## src/rtl/program_counter_unit.sv

```systemverilog
// Program counter with fixed-priority next-PC selection and a circular
// return-address stack (RAS) that overwrites its oldest entry when full.
module program_counter_unit #(
    parameter int                 WIDTH        = 32,
    parameter int                 INC          = 4,
    parameter logic [WIDTH-1:0]   RESET_VECTOR = '0,
    parameter logic [WIDTH-1:0]   EXC_VECTOR   = WIDTH'(32'h0000_0080),
    parameter int                 RAS_DEPTH    = 4
) (
    input  logic             Clk,
    input  logic             Reset,
    input  logic             Stall,
    input  logic             Branch,
    input  logic [WIDTH-1:0] BranchTarget,
    input  logic             Jump,
    input  logic             Call,
    input  logic [WIDTH-1:0] JumpTarget,
    input  logic             Ret,
    input  logic             Exception,
    output logic [WIDTH-1:0] PCResult,
    output logic [WIDTH-1:0] PCPlusInc,
    output logic             RasEmpty,
    output logic             RasFull,
    output logic             RasUnderflow
);

    localparam int                 PTR_W    = $clog2(RAS_DEPTH);
    localparam int                 CNT_W    = PTR_W + 1;
    localparam logic [CNT_W-1:0]   FULL_CNT = CNT_W'(RAS_DEPTH);

    logic [WIDTH-1:0] r_pc;
    logic [WIDTH-1:0] r_ras [RAS_DEPTH];
    logic [PTR_W-1:0] r_ptr;          // next write slot; top of stack is r_ptr-1
    logic [CNT_W-1:0] r_count;
    logic             r_empty;
    logic             r_full;
    logic             r_underflow;

    logic [WIDTH-1:0] w_pc_plus_inc;
    logic [WIDTH-1:0] w_next_pc;
    logic [PTR_W-1:0] w_top_idx;
    logic [PTR_W-1:0] w_next_ptr;
    logic [CNT_W-1:0] w_next_count;
    logic             w_push;
    logic             w_pop;
    logic             w_underflow;

    assign w_pc_plus_inc = r_pc + WIDTH'(INC);
    assign w_top_idx     = r_ptr - PTR_W'(1);

    // NOTE: every signal assigned in always_comb gets a default first, so no path can infer a latch.
    always_comb begin
        w_next_pc   = w_pc_plus_inc;
        w_push      = 1'b0;
        w_pop       = 1'b0;
        w_underflow = 1'b0;
        if (Exception) begin
            w_next_pc = EXC_VECTOR;
        end else if (Stall) begin
            w_next_pc = r_pc;
        end else if (Ret) begin
            if (r_count != '0) begin
                w_next_pc = r_ras[w_top_idx];
                w_pop     = 1'b1;
            end else begin
                w_next_pc   = JumpTarget;
                w_underflow = 1'b1;
            end
        end else if (Call) begin
            w_next_pc = JumpTarget;
            w_push    = 1'b1;
        end else if (Jump) begin
            w_next_pc = JumpTarget;
        end else if (Branch) begin
            w_next_pc = BranchTarget;
        end
    end

    // A push into a full stack lands on the oldest slot, so the count saturates.
    always_comb begin
        w_next_ptr   = r_ptr;
        w_next_count = r_count;
        if (Exception) begin
            w_next_ptr   = '0;
            w_next_count = '0;
        end else if (w_push) begin
            w_next_ptr   = r_ptr + PTR_W'(1);
            w_next_count = (r_count == FULL_CNT) ? r_count : r_count + CNT_W'(1);
        end else if (w_pop) begin
            w_next_ptr   = w_top_idx;
            w_next_count = r_count - CNT_W'(1);
        end
    end

    // NOTE: sequential state uses non-blocking assignments so all registers update from pre-edge values.
    always_ff @(posedge Clk or posedge Reset) begin
        if (Reset) begin
            r_pc        <= RESET_VECTOR;
            r_ptr       <= '0;
            r_count     <= '0;
            r_empty     <= 1'b1;
            r_full      <= 1'b0;
            r_underflow <= 1'b0;
        end else begin
            r_pc        <= w_next_pc;
            r_ptr       <= w_next_ptr;
            r_count     <= w_next_count;
            r_empty     <= (w_next_count == '0);
            r_full      <= (w_next_count == FULL_CNT);
            r_underflow <= w_underflow;
        end
    end

    // NOTE: stack storage has no reset; entries are only read below a count that reset clears.
    always_ff @(posedge Clk) begin
        if (w_push && !Reset) begin
            r_ras[r_ptr] <= w_pc_plus_inc;
        end
    end

    assign PCResult     = r_pc;
    assign PCPlusInc    = w_pc_plus_inc;
    assign RasEmpty     = r_empty;
    assign RasFull      = r_full;
    assign RasUnderflow = r_underflow;

endmodule

```

## config.mk

```make
export PLATFORM = sky130hd
export DESIGN_NAME = program_counter_unit
export DESIGN_NICKNAME = d
export VERILOG_FILES = /design/src/rtl/program_counter_unit.sv
export SDC_FILE = /design/constraint.sdc
export NUM_CORES = 1
export LEC_CHECK = 0
export CAP_MARGIN = 20
export CORE_UTILIZATION = 40
export CTS_CLUSTER_DIAMETER = 120
export DETAILED_ROUTE_END_ITERATION = 16
export PLACE_DENSITY = 0.64
export SKIP_LAST_GASP = 1
export SYNTH_ARGS = -nofsm -noshare
export SYNTH_HDL_FRONTEND = slang
export SYNTH_SLANG_ARGS = --single-unit
```

## constraint.sdc

```tcl
create_clock -name Clk -period 3.4 [get_ports Clk]
set_input_delay 0.34 -clock Clk [delete_from_list [all_inputs] [get_ports Clk]]
set_output_delay 0.34 -clock Clk [all_outputs]
set_load 0.01 [all_outputs]
```

==> summary.md <==
| Metric | Value |
|---|---|
| Final setup fails | 0 |
| Async set-reset flop share out of synthesis | 23.8% |
| Worst EP required | 3060 ps |
| Most common cell in the netlist | edfxtp_1 |
| Pre-antenna DRT Iters | 7 |
| Diode count | 0 |
| H-tree depth | 4 |
| Std-Cell Rows | 53 |
| TNS Setup | 0 ps |
| Deepest clock path buffer count | 2 |
| Final hold violations | 0 |
| Largest cells by area after synthesis | edfxtp_1, dfrtp_1, mux4_2 |
| Unrepaired setup endpoints after global routing | yes |
| Overflow after GRT | 0 |
| Clock tree from TritonCTS | done |
| Final Wtd Congestion | 0.953 |
| YS warnings | 0 |
| Post-Syn Instances | 699 |
| Core area | 0.0210 mm2 |
| Post-synthesis area per instance | 12.2 um2 |
| Worst Path Class, Setup | flop to output pin |
| Min cycle time layout | 3380 ps |
| DRT iter0 DRCs | 566 |
| Mapped Nets | 779 |
| Max Fclk | 296 MHz |
| Sequential area share after synthesis | 56.8% |
| Number of max-cap violations | 0 |
| Vias per cell | 6.06 |
| Yosys top cell by area | edfxtp_1 |
| Starting Density | 40.7% |
| Largest net degree at the start of global routing | 41 |
| P&R area growth vs syn | 30.0% |
| Die width | 148 um |
| Initial antenna violation count | 0 |
| Lkg Pwr | 3.91 nW |
| Power Total | 5.30 mW |
| Vias in the first global route | 6816 |
| GRT Total Usage | 26.0% |
| Total number of vias | 6950 |
| CP Max Fanout | 9 |
| Die ar. | 0.0219 mm2 |
| Power Density | 478 mW/mm2 |
| Worst Path Arrival | 3040 ps |
| Post-Layout Cell Count | 1146 |
| Die Ht | 148 um |
| Peak VDD IR | 0.395 mV |
| Clock Latency Late Sink | 440 ps |
| Synth Flop Type | edfxtp_1 |
| CTS Buf Count | 17 |
| Post-synth EDFFs | 128 |
| First-pass GRT wire length | 41600 um |
| Clock slew at reported path FFs | 70 ps |
| Final Skew | 9.61 ps |
| Count of pins over their slew limit | 0 |
| WL/cell | 24.4 um |
| #FFs+latches synth | 168 |
| Root buf cell | clkbuf_16 |
| Status | complete, no violations |
| Synth Cell Area | 0.00853 mm2 |
| Hold WC Path Type | input port to async pin |
| Fillcell total | 1803 |
| Fin nets | 938 |
| Hold_buf cts | 0 |
| Headroom to the max-slew limit | 50.4% |
| Final Util | 53.0% |
| Placed Cells incl. Taps | 1109 |
| Measured slew at the worst slew-check pin | 725 ps |
| Cell variety after synth | 67 |
| CP Launch Type | flop |
| I/O pin cnt | 139 |
| Final wirelength | 28000 um |
| CP endpoint kind | output pin |
| DP HPWL | 19700 um |
| PortBufs | 138 |
| Top cells by count, synth | edfxtp_1, nand2_1, dfrtp_1 |
| Sink Count | 168 |
| Final ANT Viol Nets | 0 |
| Yosys top cell area share | 45.0% |
| # DRC | 0 |
| Final worst path period share | 99.3% |
| Layout cells sized above 1 | 17.5% |
-- cells by family after synthesis --
group | after synthesis | synth area share, %
fa+ha+maj | 8 | 1.17
buf+inv | 72 | 3.53
xor+xnor | 23 | 2.36
mux | 48 | 9.05
simple gates | 211 | 13.2
compound gates | 169 | 13.9
flops | 168 | 56.8
-- placed cells by master (no fill, tap or decap), types with 22 or more instances in the layout --
master,Yosys,final
a21oi_1,36,36
buf_4,4,52
clkdlybuf4s50_1,0,136
dfrtp_1,39,34
edfxtp_1,128,128
mux2i_1,22,22
mux4_2,23,23
nand2_1,56,55
nor2_1,32,32
nor3_1,29,29
o21ai_0,30,30
-- cell type report --
type                       instances  area [um2]  area share [%]
inverter                          20        75.1           0.677
sequential                       168        4850            43.7
clock inverter                     9        92.6           0.834
timing repair buffer             192        1810            16.3
tap                              275         344            3.10
clock buffer                      23         458            4.13
multi-input combinational        459        3460            31.2
-- where the power goes --
group	switching, mW	total (mW)	internal [mW]	leakage [nW]
Combinational	0.590	1.09	0.496	1.97
Clock	0.817	1.85	1.03	0.247
Sequential	0.0720	2.37	2.29	1.69
Total	1.48	5.30	3.82	3.91
-- what timing repair did --
action	in CTS	in global routing
pin swaps	1	0
gates cloned	0	0
setup buffers	3	1
resized for setup	12	6
setup endpoints to repair	13	7
-- metrics by stage --
| step | setup slack (ps) | area, um2 | hold slack (ps) |
|---|---|---|---|
| after floorplan | 498 | 8530 | 540 |
| after global placement | 262 | 10400 | 520 |
| after detailed placement | 203 | 10400 | 552 |
| after CTS | 9.19 | 11000 | 567 |
| after global routing | -55.1 | 11100 | 203 |
| final | 22.3 | 11100 | 190 |
-- flip-flops by register name, summed over array words and instances, names as in the netlist --
| register | count |
|---|---|
| r_ras | 128 |
| PCResult | 32 |
| RasUnderflow | 1 |
| r_ptr | 2 |
| RasEmpty | 1 |
| RasFull | 1 |
| r_count | 3 |
-- per-layer routing --
metal	routed length [um]	global-route usage [%]	vias to the layer above
met1	11800	34.9	3493
li1	-	-	3029
met2	13200	41.4	361
met5	0	0	-
met4	816	10.9	0
met3	2140	4.94	67
-- worst max-delay path, stage by stage, from the launching register on --
cell and delay [ps]:
dfrtp_1 390, ha_2 230, nand2_1 150, or4_4 470, buf_4 190, or3_2 480
nand2_2 130, clkdlybuf4s50_1 570
-- worst paths after layout --
| check | from | slack [ps] | to | cells after the start |
|---|---|---|---|---|
| setup reg to reg | r_count[1]$_DFF_PP0_ | 770 | PCResult[4]$_DFFE_PP0P_ | 8 |
| hold / removal | Reset | 190 | r_count[0]$_DFF_PP0_ | 2 |
| min in group Clk | PCResult[31]$_DFFE_PP0P_ | 560 | PCResult[31]$_DFFE_PP0P_ | 1 |
| max in group asynchronous | Reset | 2710 | PCResult[7]$_DFFE_PP0P_ | 3 |
| setup / recovery | PCResult[2]$_DFFE_PP0P_ | 20 | PCPlusInc[20] | 7 |
| hold reg to reg | PCResult[31]$_DFFE_PP0P_ | 560 | PCResult[31]$_DFFE_PP0P_ | 1 |
Note: power is estimated with default switching activity, not from simulation.
==> edit, RTL diff (same settings) <==
The parameter `WIDTH` goes from 32 to 64.
--- a/src/rtl/program_counter_unit.sv
+++ b/src/rtl/program_counter_unit.sv
@@ -1,7 +1,7 @@
 // Program counter with fixed-priority next-PC selection and a circular
 // return-address stack (RAS) that overwrites its oldest entry when full.
 module program_counter_unit #(
-    parameter int                 WIDTH        = 32,
+    parameter int                 WIDTH        = 64,
     parameter int                 INC          = 4,
     parameter logic [WIDTH-1:0]   RESET_VECTOR = '0,
     parameter logic [WIDTH-1:0]   EXC_VECTOR   = WIDTH'(32'h0000_0080),
Ports: changed (resized BranchTarget, JumpTarget, PCPlusInc and PCResult); port bits go from 139 to 267. The function was not compared with the original's and may differ.
==> edit against the original RTL <==
The run now ends with setup timing left. Setup slack worse by 0.14 ns. Non-clock buffer count up 230. Via count up 92%. Largest cell class unchanged. Cell area up 98%. Fmax down 3.9%. Routed wire length up 110%. Sequential cell count up 160. Critical path depth up 1. First-iteration DRC count up 140%. Power up 100%. Synthesized cell count up 80%. Die area up 88%. Area after synthesis up 89%. Hold slack worse by 0.11 ns.
==> edit: results <==
critical_path:
  ff2ff_setup_slack_ns: 0.74
  max_stage_delay_ns: 0.57
  cp.arrival_ns: 3.17
  crit_path_top_delay_cell: "clkdlybuf4s50_1"
  cp_max_fo: 5
place:
  gp_congestion: 0.970
  place_ws_ns: 0.205
  portBuffers: 266
  dpl.hpwl_um: 39000
sta:
  relSlewSlack_pct: 46.2
  fin_skew_ns: 0.0152
  worst_slack_ns: -0.114
  finalSetupViolations: 2
logic_synthesis:
  synth_compound_area_share_pct: 14.0
  synth-xor-area-share_pct: 3.15
  seq_area_frac_synth_pct: 58.9
  synthTopCellsByArea: "edfxtp_1 (48%), dfrtp_1 (11%), mux4_2 (8.9%), o21ai_0 (3.1%), nor2_1 (2.1%)"
  synth.distinct_cells: 69
  synth_nets: 1405
  synth_edf_count: 256
  synthMuxAreaShare_pct: 9.31
  synth_warnings: 0
  synth_fa_ha_area_share_pct: 0.621
  synth_async_sr_flop_share_pct: 22.0
  synth_common_cells: "edfxtp_1 (256), o21ai_0 (100), nor2_1 (89)"
clock_tree:
  clk-insertion-delay-late_ns: 0.52
  h-tree-depth: 2
  cts_buffers: 36
  cts_root_buf: "clkbuf_16"
  cts_buffer_depth: 3
cells_and_area:
  largest_reg_flops: 256
  drive_gt1_share_pct: 21.9
  largest-register: "r_ras"
  fin_nets: 1776
outcome:
  status: "complete, but fails checks"
  violations: "setup timing"
global_routing:
  track_usage_pct: 27.8
  grt_max_degree: 68
  antenna_found_initial: 4
  first_global_vias: 13300
  grt_pass1_wl_um: 85000
routing:
  first_pass_iters: 5
  first_iter_violations: 1340
  wirelength_um: 57300
  viasPerCell: 6.12
pwr:
  leakagePower_nw: 8.00
  ir_drop_mv: 0.405
hold_path:
  hold_class: "input pin to async pin"
edit: changes by cell type after synthesis, sizes merged, moves of 21 or more:
cell	before	now
o21ai	30	108
dfrtp	39	71
nor2	32	90
edfxtp	128	256
xnor2	12	36
o221ai	2	31
or3	6	27
clkbuf	38	64
mux4	23	64
edit: final cells by class:
class | count | area (sq um)
diodes | 5 | 12.5
clock buffers | 41 | 941
clock inverters | 22 | 203
fillers | 3281 | 17700
inverters | 28 | 106
multi-input cells | 816 | 6590
flip-flops and latches | 328 | 9500
well taps | 525 | 657
repair buffers | 422 | 4020
edit: routing by layer:
layer | wire, um | track usage (%) | up-vias
met1 | 22900 | 38.3 | 6673
met3 | 5500 | 4.69 | 150
met4 | 2500 | 12.4 | 0
met2 | 26500 | 43.2 | 835
met5 | 0 | 0 | -
li1 | - | - | 5718
edit: timing repair:
| action | CTS | global route |
|---|---|---|
| pin swaps | 17 | 18 |
| setup endpoints to repair | 42 | 28 |
| gates resized for setup | 63 | 32 |
| buffers inserted | 17 | 17 |
edit: metrics by stage:
stage / hold WS [ns] / utilization, % / area (sq um) / instances / TNS (ns)
6_report: 0.0818 / 55.4 / 22000 / 2187 / -0.151
5_1_grt: 0.106 / 55.4 / 22000 / 2186 / -0.471
4_1_cts: 0.444 / 54.7 / 21700 / 2164 / -0.297
3_5_place_dp: 0.524 / 50.8 / 20200 / 2084 / 0
3_3_place_gp: 0.519 / 50.8 / 20200 / 2084 / 0
2_1_floorplan: 0.421 / - / 16100 / 1261 / 0
edit: final timing paths:
| path | endpoint | startpoint | cells after the start |
|---|---|---|---|
| max in group asynchronous | PCResult[13]$_DFFE_PP0P_ | Reset | 4 |
| worst max register to register | PCResult[48]$_DFFE_PP0P_ | r_ptr[1]$_DFFE_PP0P_ | 7 |
| worst min-delay path | PCResult[33]$_DFFE_PP0P_ | Reset | 2 |
| min in group Clk | PCResult[56]$_DFFE_PP0P_ | Ret | 3 |
| worst max-delay path | PCPlusInc[45] | PCResult[6]$_DFFE_PP0P_ | 8 |
| worst min register to register | PCResult[63]$_DFFE_PP0P_ | PCResult[63]$_DFFE_PP0P_ | 1 |
edit: worst max-delay path, delay by kind of cell (launching register included):
kind / cells / cell delay, ns
simple gates: 4 / 1.10
buf+inv: 3 / 0.95
flops: 1 / 0.37
xor+xnor: 1 / 0.24
edit: where the power goes:
group / internal, W / switching [W]
sequential: 0.00450 / 0.000133
clock: 0.00228 / 0.00157
combinational: 0.00103 / 0.00117
edit: kinds of logic (layout without fill, tap and decap cells):
family,count (synthesis),count (layout)
buf+inv,117,513
simple gates,344,344
other cells,0,5
fa+ha+maj,8,8
compound gates,336,336
xor+xnor,58,58
flops,328,328
mux,70,70
